[src/rtl/bcd_counter_chain_pkg.sv]
// rtl/bcd_counter_chain_pkg.sv - legal-range checks shared by the modulo counters
// Contents:
//   MAX_DIGITS      largest supported cascade length
//   digits_legal    true when a digit count is within 1..MAX_DIGITS
//   modulus_legal   true when a modulus fits 2..2^digit_w
package bcd_counter_chain_pkg;

    localparam int MAX_DIGITS = 8;

    function automatic bit digits_legal(input int digits);
        return (digits >= 1) && (digits <= MAX_DIGITS);
    endfunction

    function automatic bit modulus_legal(input int modulus, input int digit_w);
        return (digit_w >= 1) && (digit_w <= 30) &&
               (modulus >= 2) && (modulus <= (1 << digit_w));
    endfunction

endpackage

[src/rtl/mod_digit.sv]
// rtl/mod_digit.sv - one modulo-MODULUS up/down digit with clear, clamped load and step
// Ports:
//   clk       rising-edge clock
//   reset     asynchronous active-high reset, q -> 0
//   clr       synchronous clear (highest priority)
//   load      synchronous load of load_val, clamped to MODULUS-1
//   load_val  value to load
//   step      advance one count in direction up_dn (lowest priority)
//   up_dn     1 = count up, 0 = count down
//   q         registered digit value
//   tc        digit sits at its terminal value for the current direction
module mod_digit
    import bcd_counter_chain_pkg::*;
#(
    parameter int DIGIT_W = 4,
    parameter int MODULUS = 10
) (
    input  logic               clk,
    input  logic               reset,
    input  logic               clr,
    input  logic               load,
    input  logic [DIGIT_W-1:0] load_val,
    input  logic               step,
    input  logic               up_dn,
    output logic [DIGIT_W-1:0] q,
    output logic               tc
);

    generate
        if (!modulus_legal(MODULUS, DIGIT_W)) begin : g_bad_modulus
            $error("mod_digit: MODULUS must be in 2..2**DIGIT_W");
        end
    endgenerate

    localparam logic [DIGIT_W-1:0] MAX_VAL = DIGIT_W'(MODULUS - 1);

    logic [DIGIT_W-1:0] load_clamped;
    logic [DIGIT_W-1:0] q_stepped;

    always_comb begin
        // Comparing against MODULUS-1 rather than MODULUS keeps the compare
        // within DIGIT_W bits even when MODULUS == 2**DIGIT_W.
        load_clamped = (load_val > MAX_VAL) ? MAX_VAL : load_val;

        if (up_dn) begin
            q_stepped = (q == MAX_VAL) ? '0 : q + DIGIT_W'(1);
        end else begin
            q_stepped = (q == '0) ? MAX_VAL : q - DIGIT_W'(1);
        end

        tc = up_dn ? (q == MAX_VAL) : (q == '0);
    end

    always_ff @(posedge clk or posedge reset) begin
        if (reset) begin
            q <= '0;
        end else if (clr) begin
            q <= '0;
        end else if (load) begin
            q <= load_clamped;
        end else if (step) begin
            q <= q_stepped;
        end
    end

endmodule

[src/rtl/bcd_counter_chain.sv]
// rtl/bcd_counter_chain.sv - cascadable multi-digit modulo up/down counter
// Ports:
//   clk       rising-edge clock
//   reset     asynchronous active-high reset
//   clr       synchronous clear of all digits (priority over load and en)
//   load      synchronous parallel load (priority over en)
//   load_val  load value, digit i at [i*DIGIT_W +: DIGIT_W], digit 0 least significant
//   en        count enable
//   up_dn     1 = up, 0 = down
//   cnt       registered count, same packing as load_val
//   digit_tc  per-digit terminal flags (combinational)
//   cout      en & all digits terminal; drives the en of a following chain
//   wrapped   one-cycle registered pulse in the cycle cnt shows the wrapped value
module bcd_counter_chain
    import bcd_counter_chain_pkg::*;
#(
    parameter int DIGITS  = 4,
    parameter int DIGIT_W = 4,
    parameter int MODULUS = 10
) (
    input  logic                      clk,
    input  logic                      reset,
    input  logic                      clr,
    input  logic                      load,
    input  logic [DIGITS*DIGIT_W-1:0] load_val,
    input  logic                      en,
    input  logic                      up_dn,
    output logic [DIGITS*DIGIT_W-1:0] cnt,
    output logic [DIGITS-1:0]         digit_tc,
    output logic                      cout,
    output logic                      wrapped
);

    generate
        if (!digits_legal(DIGITS)) begin : g_bad_digits
            $error("bcd_counter_chain: DIGITS must be in 1..8");
        end
        if (!modulus_legal(MODULUS, DIGIT_W)) begin : g_bad_modulus
            $error("bcd_counter_chain: MODULUS must be in 2..2**DIGIT_W");
        end
    endgenerate

    // carry[i] is the step enable of digit i: en ANDed with the terminal
    // flags of every lower digit. carry[DIGITS] is the chain carry/borrow.
    logic [DIGITS:0] carry;

    assign carry[0] = en;

    genvar i;
    generate
        for (i = 0; i < DIGITS; i++) begin : g_digit
            mod_digit #(
                .DIGIT_W (DIGIT_W),
                .MODULUS (MODULUS)
            ) u_digit (
                .clk      (clk),
                .reset    (reset),
                .clr      (clr),
                .load     (load),
                .load_val (load_val[i*DIGIT_W +: DIGIT_W]),
                .step     (carry[i]),
                .up_dn    (up_dn),
                .q        (cnt[i*DIGIT_W +: DIGIT_W]),
                .tc       (digit_tc[i])
            );

            assign carry[i+1] = carry[i] & digit_tc[i];
        end
    endgenerate

    assign cout = carry[DIGITS];

    // A rollover only counts when the edge actually stepped the chain; clr or
    // load on the same edge overrides the step, so no wrap is reported.
    always_ff @(posedge clk or posedge reset) begin
        if (reset) begin
            wrapped <= 1'b0;
        end else begin
            wrapped <= cout & ~clr & ~load;
        end
    end

endmodule

[config.mk]
export PLATFORM = sky130hd
export DESIGN_NAME = bcd_counter_chain
export DESIGN_NICKNAME = d
export VERILOG_FILES = /design/src/rtl/bcd_counter_chain_pkg.sv /design/src/rtl/mod_digit.sv /design/src/rtl/bcd_counter_chain.sv
export SDC_FILE = /design/constraint.sdc
export NUM_CORES = 1
export LEC_CHECK = 0
export CAP_MARGIN = 40
export CORE_MARGIN = 2
export CORE_UTILIZATION = 39
export DETAILED_ROUTE_END_ITERATION = 10
export GPL_ROUTABILITY_DRIVEN = 0
export PLACE_DENSITY_LB_ADDON = 0.2
export SYNTH_ARGS = -nofsm -noshare
export SYNTH_HDL_FRONTEND = slang
export SYNTH_SLANG_ARGS = --single-unit
[constraint.sdc]
create_clock -name clk -period 2.8 [get_ports clk]
set_input_delay 0.84 -clock clk [delete_from_list [all_inputs] [get_ports clk]]
set_output_delay 0.84 -clock clk [all_outputs]
set_load 0.01 [all_outputs]
# Word level (Yosys, flattened, before mapping)
# Index checks and enable logic that the tools add are counted.
[totals]
reg_bits = 17
latch_bits = 0
ram_bits = 0
romBits = 0
in_bits = 22
output_inout_bits = 22
memories = 0
[op_classes]
addsub = 8
mul = 0
div_mod_pow = 0
magnitude_cmp = 4
n_eq_ne = 4
n_shift = 0
n_mux = 32
bitwise_logic = 8
reduce_logical = 8
[op_table]
columns = ["op", "count"]
rows = [
  ["two-way mux 4 bit", 28],
  ["adder 4 x 1 -> 4 bit (second input constant)", 4],
  ["== test 4 bit (second input constant)", 4],
  ["> comparator 4 bit (second input constant)", 4],
  ["zero test 4 bit", 4],
  ["subtractor 4 x 1 -> 4 bit (second input constant)", 4],
  ["nonzero test 3 bit", 4],
  ["AND 1 bit", 6],
  ["two-way mux 1 bit", 4],
  ["NOT 1 bit", 2],
]

# Longest topological paths before layout
# Gate-level depths: netlist (run 1).
[logic_depth]
word_depth = 8
depth_mapped = 8
mapped_depth_nobuf = 7

# By module
# Synthesis (run 1) repeated with hierarchy kept, for this count alone.
[unflattened]
cells_unflattened = 176
area_unflattened_um2 = 1519.0
[modules_own_cells]
columns = ["mod", "instances", "cells_per_inst", "area_each_um2", "seq_area_each_um2"]
rows = [
  ["mod_digit", 4, 42, 361.6, 100.1],
  ["bcd_counter_chain", 1, 8, 72.6, 25.0],
]

# Least setup slack after synthesis (run 1)
# No wires, ideal clock.
[synth_timing]
path_kind = "input port to output port"
start = "input port up_dn"
end = "output port cout"
t_arrival_ns = 1.841
setup_slack_ns = 0.119
path_stages = 4
n_path_buf = 0
path_cell_list = "nand2b_1 o32ai_1 nand3_1 nor3_1"
[synth_lines]
columns = ["item", "line_no", "rtl"]
rows = [
  ["start, declared", "bcd_counter_chain.sv:27", "input logic up_dn,"],
  ["two-way mux 1 bit", "mod_digit.sv:51", "tc = up_dn ? (q == MAX_VAL) : (q == '0);"],
  ["via g_digit[2].u_digit.tc", "mod_digit.sv:26", "output logic tc"],
  ["AND 1 bit (2 in a row)", "bcd_counter_chain.sv:67", "assign carry[i+1] = carry[i] & digit_tc[i];"],
  ["end, declared", "bcd_counter_chain.sv:30", "output logic cout,"],
]
# The timed path passes the listed nets, and every way through them passes these cells.

# Final worst setup path (run 1)
[layout_timing]
start = "input port up_dn"
end = "output port cout"
[layout_via]
elab_chain_len = 5
[layout_lines]
columns = ["item", "line_no"]
rows = [
  ["two-way mux 1 bit", "mod_digit.sv:51"],
  ["AND 1 bit (3 in a row)", "bcd_counter_chain.sv:67"],
  ["AND 1 bit (*)", "bcd_counter_chain.sv:67"],
]
# Every way passes the cells marked *; elsewhere a longest branch is shown, timed or not.

==> metrics, run 1 <==
Critical Path Most Common Cell buf_2; nature of the critical path endpoint output pin; largest net degree at the start of global routing 22; Pleak 1.15 nW; Synth cell types 53; number of max-cap violations 0; Gate Count Post-Synth 224; RSZ-0062 raised after global routing true; Initial DRC Count 262; initial core utilization 40.5%; via count 2,001; Net Switching 299 uW; Min Hold Slack 0.655 ns; share of cells above drive strength 1 20.4%; Avg Synthesized Cell Area 7.88 um^2; vias per cell 5.78; Worst Hold Path Cells 2; Die Height 71.3 um; Final Core Density 58.4%; initial antenna violation count 0; worst-path fanout max 21; PwrDens 336 nW/um^2; post-route cell area 2540 um^2; fmax 366 MHz; H-tree depth 1; TritonCTS clock tree built; # IOs 44; worst skew pair latency 0.26 ns; full die area 5080 um^2; clock sinks 17; DP HPWL 3910 um; ys async rst share 100%; Fin Setup TNS 0 ns; Std-Cell Core Area 4350 um^2; total track usage 20.7%; Logic pwr share 44.0%; Placed Cells incl. Taps 341; CP required 1.96 ns; TritonCTS buffer count 3; placed instance area 2460 um^2; Pre-antenna DRT Iters 4; DRC errors left 0; syn nets 260; number of enable flip-flop cells after synthesis 0; count of input and output buffers 43; top_reg_cell synth dfrtp_1; Startpoint Class input port; Clk Tree Root Cell clkbuf_8; total gr overflow 0; Area Overhead vs Synth 44.3%; Clk pwr share 23.1%; nets 331; Rows 24; Post-Syn Area 1760 um^2; critical path type in2out; first-pass GRT wire length 8550 um; maximum vdd drop 0.000297 V; Multi-input gate area 1190 um^2; clk slew on worst S/H paths 0.08 ns; sequential fraction of the synthesis area 24.1%; fin crit period 2.73 ns; Ant. Diodes 0; status finished, final reports clean; YS warnings 0; WP data arrival 1.89 ns; wire per inst 15.0 um; Worst Tran Pin Value 0.763 ns; Slew HR 49.1%; CTS Hold Buffers Added 0; Worst Clk Skew 0.00175 ns; Layout Cells excl Fill 346; antenna viol nets, final 0; drt total wl 5200 um; HP Class reg2reg; vias in the first global route 1,865; crit-path cells buf_2 > buf_8 > nand2b_1 > o2bb2ai_1 > nand3_2 > nor3_2 > buf_2; fillers 407; sw frac 35.0%; CP peak stage delay 0.20 ns; sequential fraction of design power 32.9%; Worst Reg-to-Reg Cells 8; Hold Fails Final Rpt 0; CP max-delay cell o2bb2ai_1; Cell Int Power 555 uW; Die X 71.3 um; Setup-failing EPs final 0; Slew Limit Fails 0; fin crit share 97.6%; flops & latches, synth 17; Reg area 425 um^2; Max Root-Sink Buffers 2
-- cell families (layout without fill, tap and decap cells) --
family                     Yosys count  in the layout  share of synthesized area (%)
AOI/OAI and AO/OA                   78             78                           31.4
xor gates and xnor gates             2              2                          0.993
adders and majority gates           14             14                           9.93
buffers and inverters               41            111                           10.4
DFF                                 17             17                           24.1
muxes                                7              7                           4.40
and+or+nand+nor                     65             65                           18.7
-- critical path, delay by kind of cell --
family,cells,cell delay [ns]
buf+inv,3,0.50
simple gates,3,0.34
compound gates,1,0.20
-- sequential cells by signal (all words and copies together), names as in the netlist --
| register | cells |
|---|---|
| g_digit.u_digit.q | 16 |
| wrapped | 1 |
-- cell usage in the layout, fill, tap and decap left out, drive strengths merged, types with 2 or more instances in the layout --
cell / n
buf: 42
clkdlybuf4s50: 37
inv: 23
dfrtp: 17
nand2: 16
nor2: 15
o21ai: 15
ha: 14
a21oi: 13
nand3: 9
nand2b: 8
a221oi: 7
nor3: 6
a31oi: 5
o31ai: 4
mux2i: 4
o22ai: 4
a211oi: 3
nor4: 3
a2111oi: 3
clkbuf: 3
dlygate4sd2: 3
o21a: 3
mux2: 3
a311oi: 2
o311ai: 2
o211ai: 2
o21bai: 2
o221ai: 2
o211a: 2
a21o: 2
clkinv: 2
or2: 2
o32ai: 2
and2: 2
-- through the flow --
stage / power (mW) / setup slack, ns
finish: 0.854 / 0.0672
detailed placement: 0.650 / -0.883
global route: 0.906 / -0.00533
global placement: 0.648 / -0.839
floorplan: 0.481 / 0.119
CTS: 0.856 / 0.0209
-- layer usage --
metal | share of wire, % | wire length (um) | track usage (%) | vias to the layer above
li1 | - | - | - | 963
met1 | 43 | 2250 | 28.4 | 934
met2 | 48 | 2500 | 34.7 | 96
met3 | 7.7 | 400 | 3.38 | 8
met4 | 0.90 | 47 | 3.98 | 0
met5 | 0 | 0 | 0 | -
-- Yosys cell counts (2+ instances only) --
| cell | n | area (um^2) |
|---|---|---|
| mux2i_1 | 4 | 40.0 |
| o31ai_1 | 4 | 30.0 |
| o32ai_1 | 2 | 17.5 |
| clkbuf_1 | 7 | 26.3 |
| a31oi_1 | 5 | 31.3 |
| o21bai_1 | 2 | 15.0 |
| nor4_1 | 3 | 18.8 |
| nand2b_1 | 8 | 50.1 |
| nand3_1 | 9 | 45.0 |
| nor3_1 | 6 | 30.0 |
| a21o_1 | 2 | 15.0 |
| or2_2 | 2 | 12.5 |
| o211a_1 | 2 | 20.0 |
| o22ai_1 | 4 | 25.0 |
| buf_4 | 5 | 37.5 |
| a211oi_1 | 3 | 22.5 |
| a221oi_1 | 6 | 52.6 |
| inv_1 | 23 | 86.3 |
| o21ai_0 | 14 | 70.1 |
| o311ai_0 | 2 | 17.5 |
| ha_1 | 14 | 175 |
| a2111oi_0 | 3 | 26.3 |
| dfrtp_1 | 17 | 425 |
| nand2_1 | 16 | 60.1 |
| a311oi_1 | 2 | 17.5 |
| o211ai_1 | 2 | 15.0 |
| o221ai_1 | 2 | 17.5 |
| a21oi_1 | 13 | 65.1 |
| o21a_1 | 2 | 15.0 |
| buf_2 | 3 | 15.0 |
| nor2_1 | 15 | 56.3 |
-- layout make-up --
class	count	share of cell area, %
Inverter	24	3.54
Multi-Input combinational cell	166	46.8
Sequential cell	17	16.7
Tap cell	52	2.56
Timing Repair Buffer	83	28.6
Clock buffer	3	1.62
Clock inverter	1	0.197
-- what timing repair did --
item / 4_1_cts / 5_1_grt
gates cloned: 0 / 0
setup endpoints to repair: 5 / 2
setup buffers: 2 / 0
pin swaps: 3 / 3
resized for setup: 17 / 4
-- path summary, 6_finish.rpt --
check / from / to / slack [ns]
setup / recovery: up_dn / cout / 0.07
hold / removal: g_digit[3].u_digit.q[1] / g_digit[3].u_digit.q[1] / 0.66
setup reg to reg: g_digit[0].u_digit.q[0] / g_digit[2].u_digit.q[3] / 0.78
hold reg to reg: g_digit[3].u_digit.q[1] / g_digit[3].u_digit.q[1] / 0.66
max in group asynchronous: reset / g_digit[3].u_digit.q[3] / 1.31
min in group asynchronous: reset / g_digit[1].u_digit.q[0] / 1.01
-- power groups by stage --
stage               combinational [mW]  sequential (mW)  clock, mW
floorplan                        0.186            0.295          0
global placement                 0.364            0.284          0
detailed placement               0.365            0.284          0
CTS                              0.372            0.281      0.203
global route                     0.412            0.284      0.209
finish                           0.376            0.281      0.197
No activity file was read; power rests on OpenSTA's default activity.
==> run 2: changes to the inputs <==
--- a/config.mk
+++ b/config.mk
@@ -11,6 +11,7 @@
 export DETAILED_ROUTE_END_ITERATION = 10
 export GPL_ROUTABILITY_DRIVEN = 0
 export PLACE_DENSITY_LB_ADDON = 0.2
+export SETUP_SLACK_MARGIN = 0.05
 export SYNTH_ARGS = -nofsm -noshare
 export SYNTH_HDL_FRONTEND = slang
 export SYNTH_SLANG_ARGS = --single-unit
==> metrics, run 2 (synthesized netlist as in run 1, its figures left out) <==
status finished, final reports clean; Worst Hold Path Cells 2 (unchanged); fin crit share 96.6% (-1.0 points); sw frac 35.0% (-0.043 points); first-pass GRT wire length 8640 um (+1.0%); most common cell after layout, fill and taps aside buf_4; initial antenna violation count 0 (unchanged); maximum vdd drop 0.000223 V (-25%); CP peak stage delay 0.18 ns (-0.02 ns); CP required 1.96 ns (about the same); Logic pwr share 44.6% (+0.6 points); Multi-input gate area 1210 um^2 (+1.9%); Pre-antenna DRT Iters 5 (+1); Setup WS pre-CTS -0.883 ns (unchanged); total gr overflow 0 (unchanged); grt met2 use 35.4% (+0.72 points); worst-path fanout max 5 (-76%); Pleak 1.18 nW (+2.4%); Max Root-Sink Buffers 2 (unchanged); fmax 370 MHz (+1.0%); RSZ-0062 raised after global routing false; commonest non-fill, non-tap cells in the layout buf_4, clkdlybuf4s50_1, inv_1; drt total wl 5200 um (unchanged); Clk pwr share 22.7% (-0.4 points); CTS Hold Buffers Added 0 (unchanged); share of cells above drive strength 1 21.8% (+1.4 points); fillers 395 (-2.9%); vias per cell 5.70 (-1.4%); Setup-failing EPs final 0 (unchanged); clk slew on worst S/H paths 0.07 ns (about the same); sequential fraction of design power 32.7% (-0.2 points); Min Hold Slack 0.658 ns (+0.00285 ns); Critical Path Most Common Cell buf_6; Ant. Diodes 0 (unchanged); DP HPWL 3910 um (unchanged); critical path type in2out; Cell Int Power 561 uW (+0.97%); H-tree depth 1 (unchanged); total track usage 20.9% (+0.21 points); PwrDens 331 nW/um^2 (-1.5%); # IOs 44 (unchanged); Area Overhead vs Synth 47.7%; initial core utilization 40.5% (unchanged); GR peak layer met2; Worst Reg-to-Reg Cells 9 (+1); Net Switching 301 uW (+0.79%); TritonCTS buffer count 3 (unchanged); biggest regs g_digit.u_digit.q x16, wrapped x1; Worst Tran Pin Value 0.765 ns (+0.00132 ns); via count 1,995 (-0.30%); DRC errors left 0 (unchanged); Top reg by flops g_digit.u_digit.q; clock sinks 17 (unchanged); Rows 24 (unchanged); Global Route met3 Usage 3.38% (unchanged); full die area 5080 um^2 (unchanged); vias in the first global route 1,892 (+1.4%); total power 862 uW (+0.91%); Startpoint Class input port; Fin Setup TNS 0 ns (unchanged); worst skew pair latency 0.26 ns (about the same); GR Layer Usage met1 28.4% (unchanged); Final Core Density 59.9% (+1.4 points); crit-path cells buf_6 > buf_6 > nor2b_2 > o2bb2ai_1 > nand3_2 > nor3_4 > buf_2; Clk Tree Root Cell clkbuf_8; HP Class reg2reg; Slew Limit Fails 0 (unchanged); TritonCTS clock tree built; count of input and output buffers 43 (unchanged); number of max-cap violations 0 (unchanged); max reg flops 16 (unchanged); Reg2Reg Setup Slack 0.72 ns (-0.06 ns); nature of the critical path endpoint output pin; Slew HR 49.0% (-0.088 points); nets 335 (+1.2%); Worst Clk Skew 0.00321 ns (+0.00146 ns); CP max-delay cell nor3_4; worst setup margin 0.0955 ns (+0.0283 ns); antenna viol nets, final 0 (unchanged); Die Height 71.3 um (unchanged); Die X 71.3 um (unchanged); WP data arrival 1.86 ns (-0.03 ns); wire per inst 14.9 um (-1.1%); Reg area 425 um^2 (unchanged); Hold Fails Final Rpt 0 (unchanged); Initial DRC Count 254 (-3.1%); Std-Cell Core Area 4350 um^2 (unchanged); fin crit period 2.70 ns (-0.0283 ns); largest net degree at the start of global routing 18 (-18%)
## run 2: worst paths after layout
check / end / startpoint
worst max-delay path: cout / up_dn
worst min-delay path: g_digit[3].u_digit.q[1] / g_digit[3].u_digit.q[1]
worst max register to register: g_digit[3].u_digit.q[1] / g_digit[2].u_digit.q[1]
worst min register to register: g_digit[3].u_digit.q[1] / g_digit[3].u_digit.q[1]
max in group asynchronous: g_digit[2].u_digit.q[3] / reset
min in group asynchronous: g_digit[1].u_digit.q[1] / reset
## run 2: repair_timing
action                     in CTS  in global routing
resized for setup              21                  6
pin swaps                       4                  4
buffers inserted                4                  1
cloned                          0                  0
setup endpoints to repair       5                  2
## run 2: routing by layer
layer,vias up,share of wire (%)
li1,970,-
met1,924,42
met2,91,48
met3,10,8.3
met4,0,1.5
met5,-,0
## run 2: stage by stage
| step | instances | cell area (um^2) |
|---|---|---|
| 6_report | 350 | 2610 |
| 5_1_grt | 350 | 2610 |
| 4_1_cts | 349 | 2560 |
| 3_5_place_dp | 341 | 2460 |
| 3_3_place_gp | 341 | 2460 |
| 2_1_floorplan | 224 | 1760 |
## run 2: power by group through the flow
stage	Combinational [mW]	Clock (mW)	Sequential [mW]
6_report	0.385	0.196	0.282
5_1_grt	0.422	0.211	0.285
4_1_cts	0.376	0.203	0.281
3_5_place_dp	0.365	0	0.284
3_3_place_gp	0.364	0	0.284
2_1_floorplan	0.186	0	0.295
## run 2: critical path, delay by kind of cell
family                 cells  cell delay [ns]
AOI/OAI and AO/OA          1             0.17
and+or+nand+nor            3             0.47
buffers and inverters      3             0.38
## run 2: area by class of cell
| type | count | area share, % |
|---|---|---|
| tap | 52 | 2.50 |
| clock inverter | 1 | 0.192 |
| inverter | 24 | 3.46 |
| clock buffer | 3 | 1.58 |
| timing repair buffer | 87 | 29.4 |
| sequential | 17 | 16.3 |
| multi-input combinational | 166 | 46.6 |
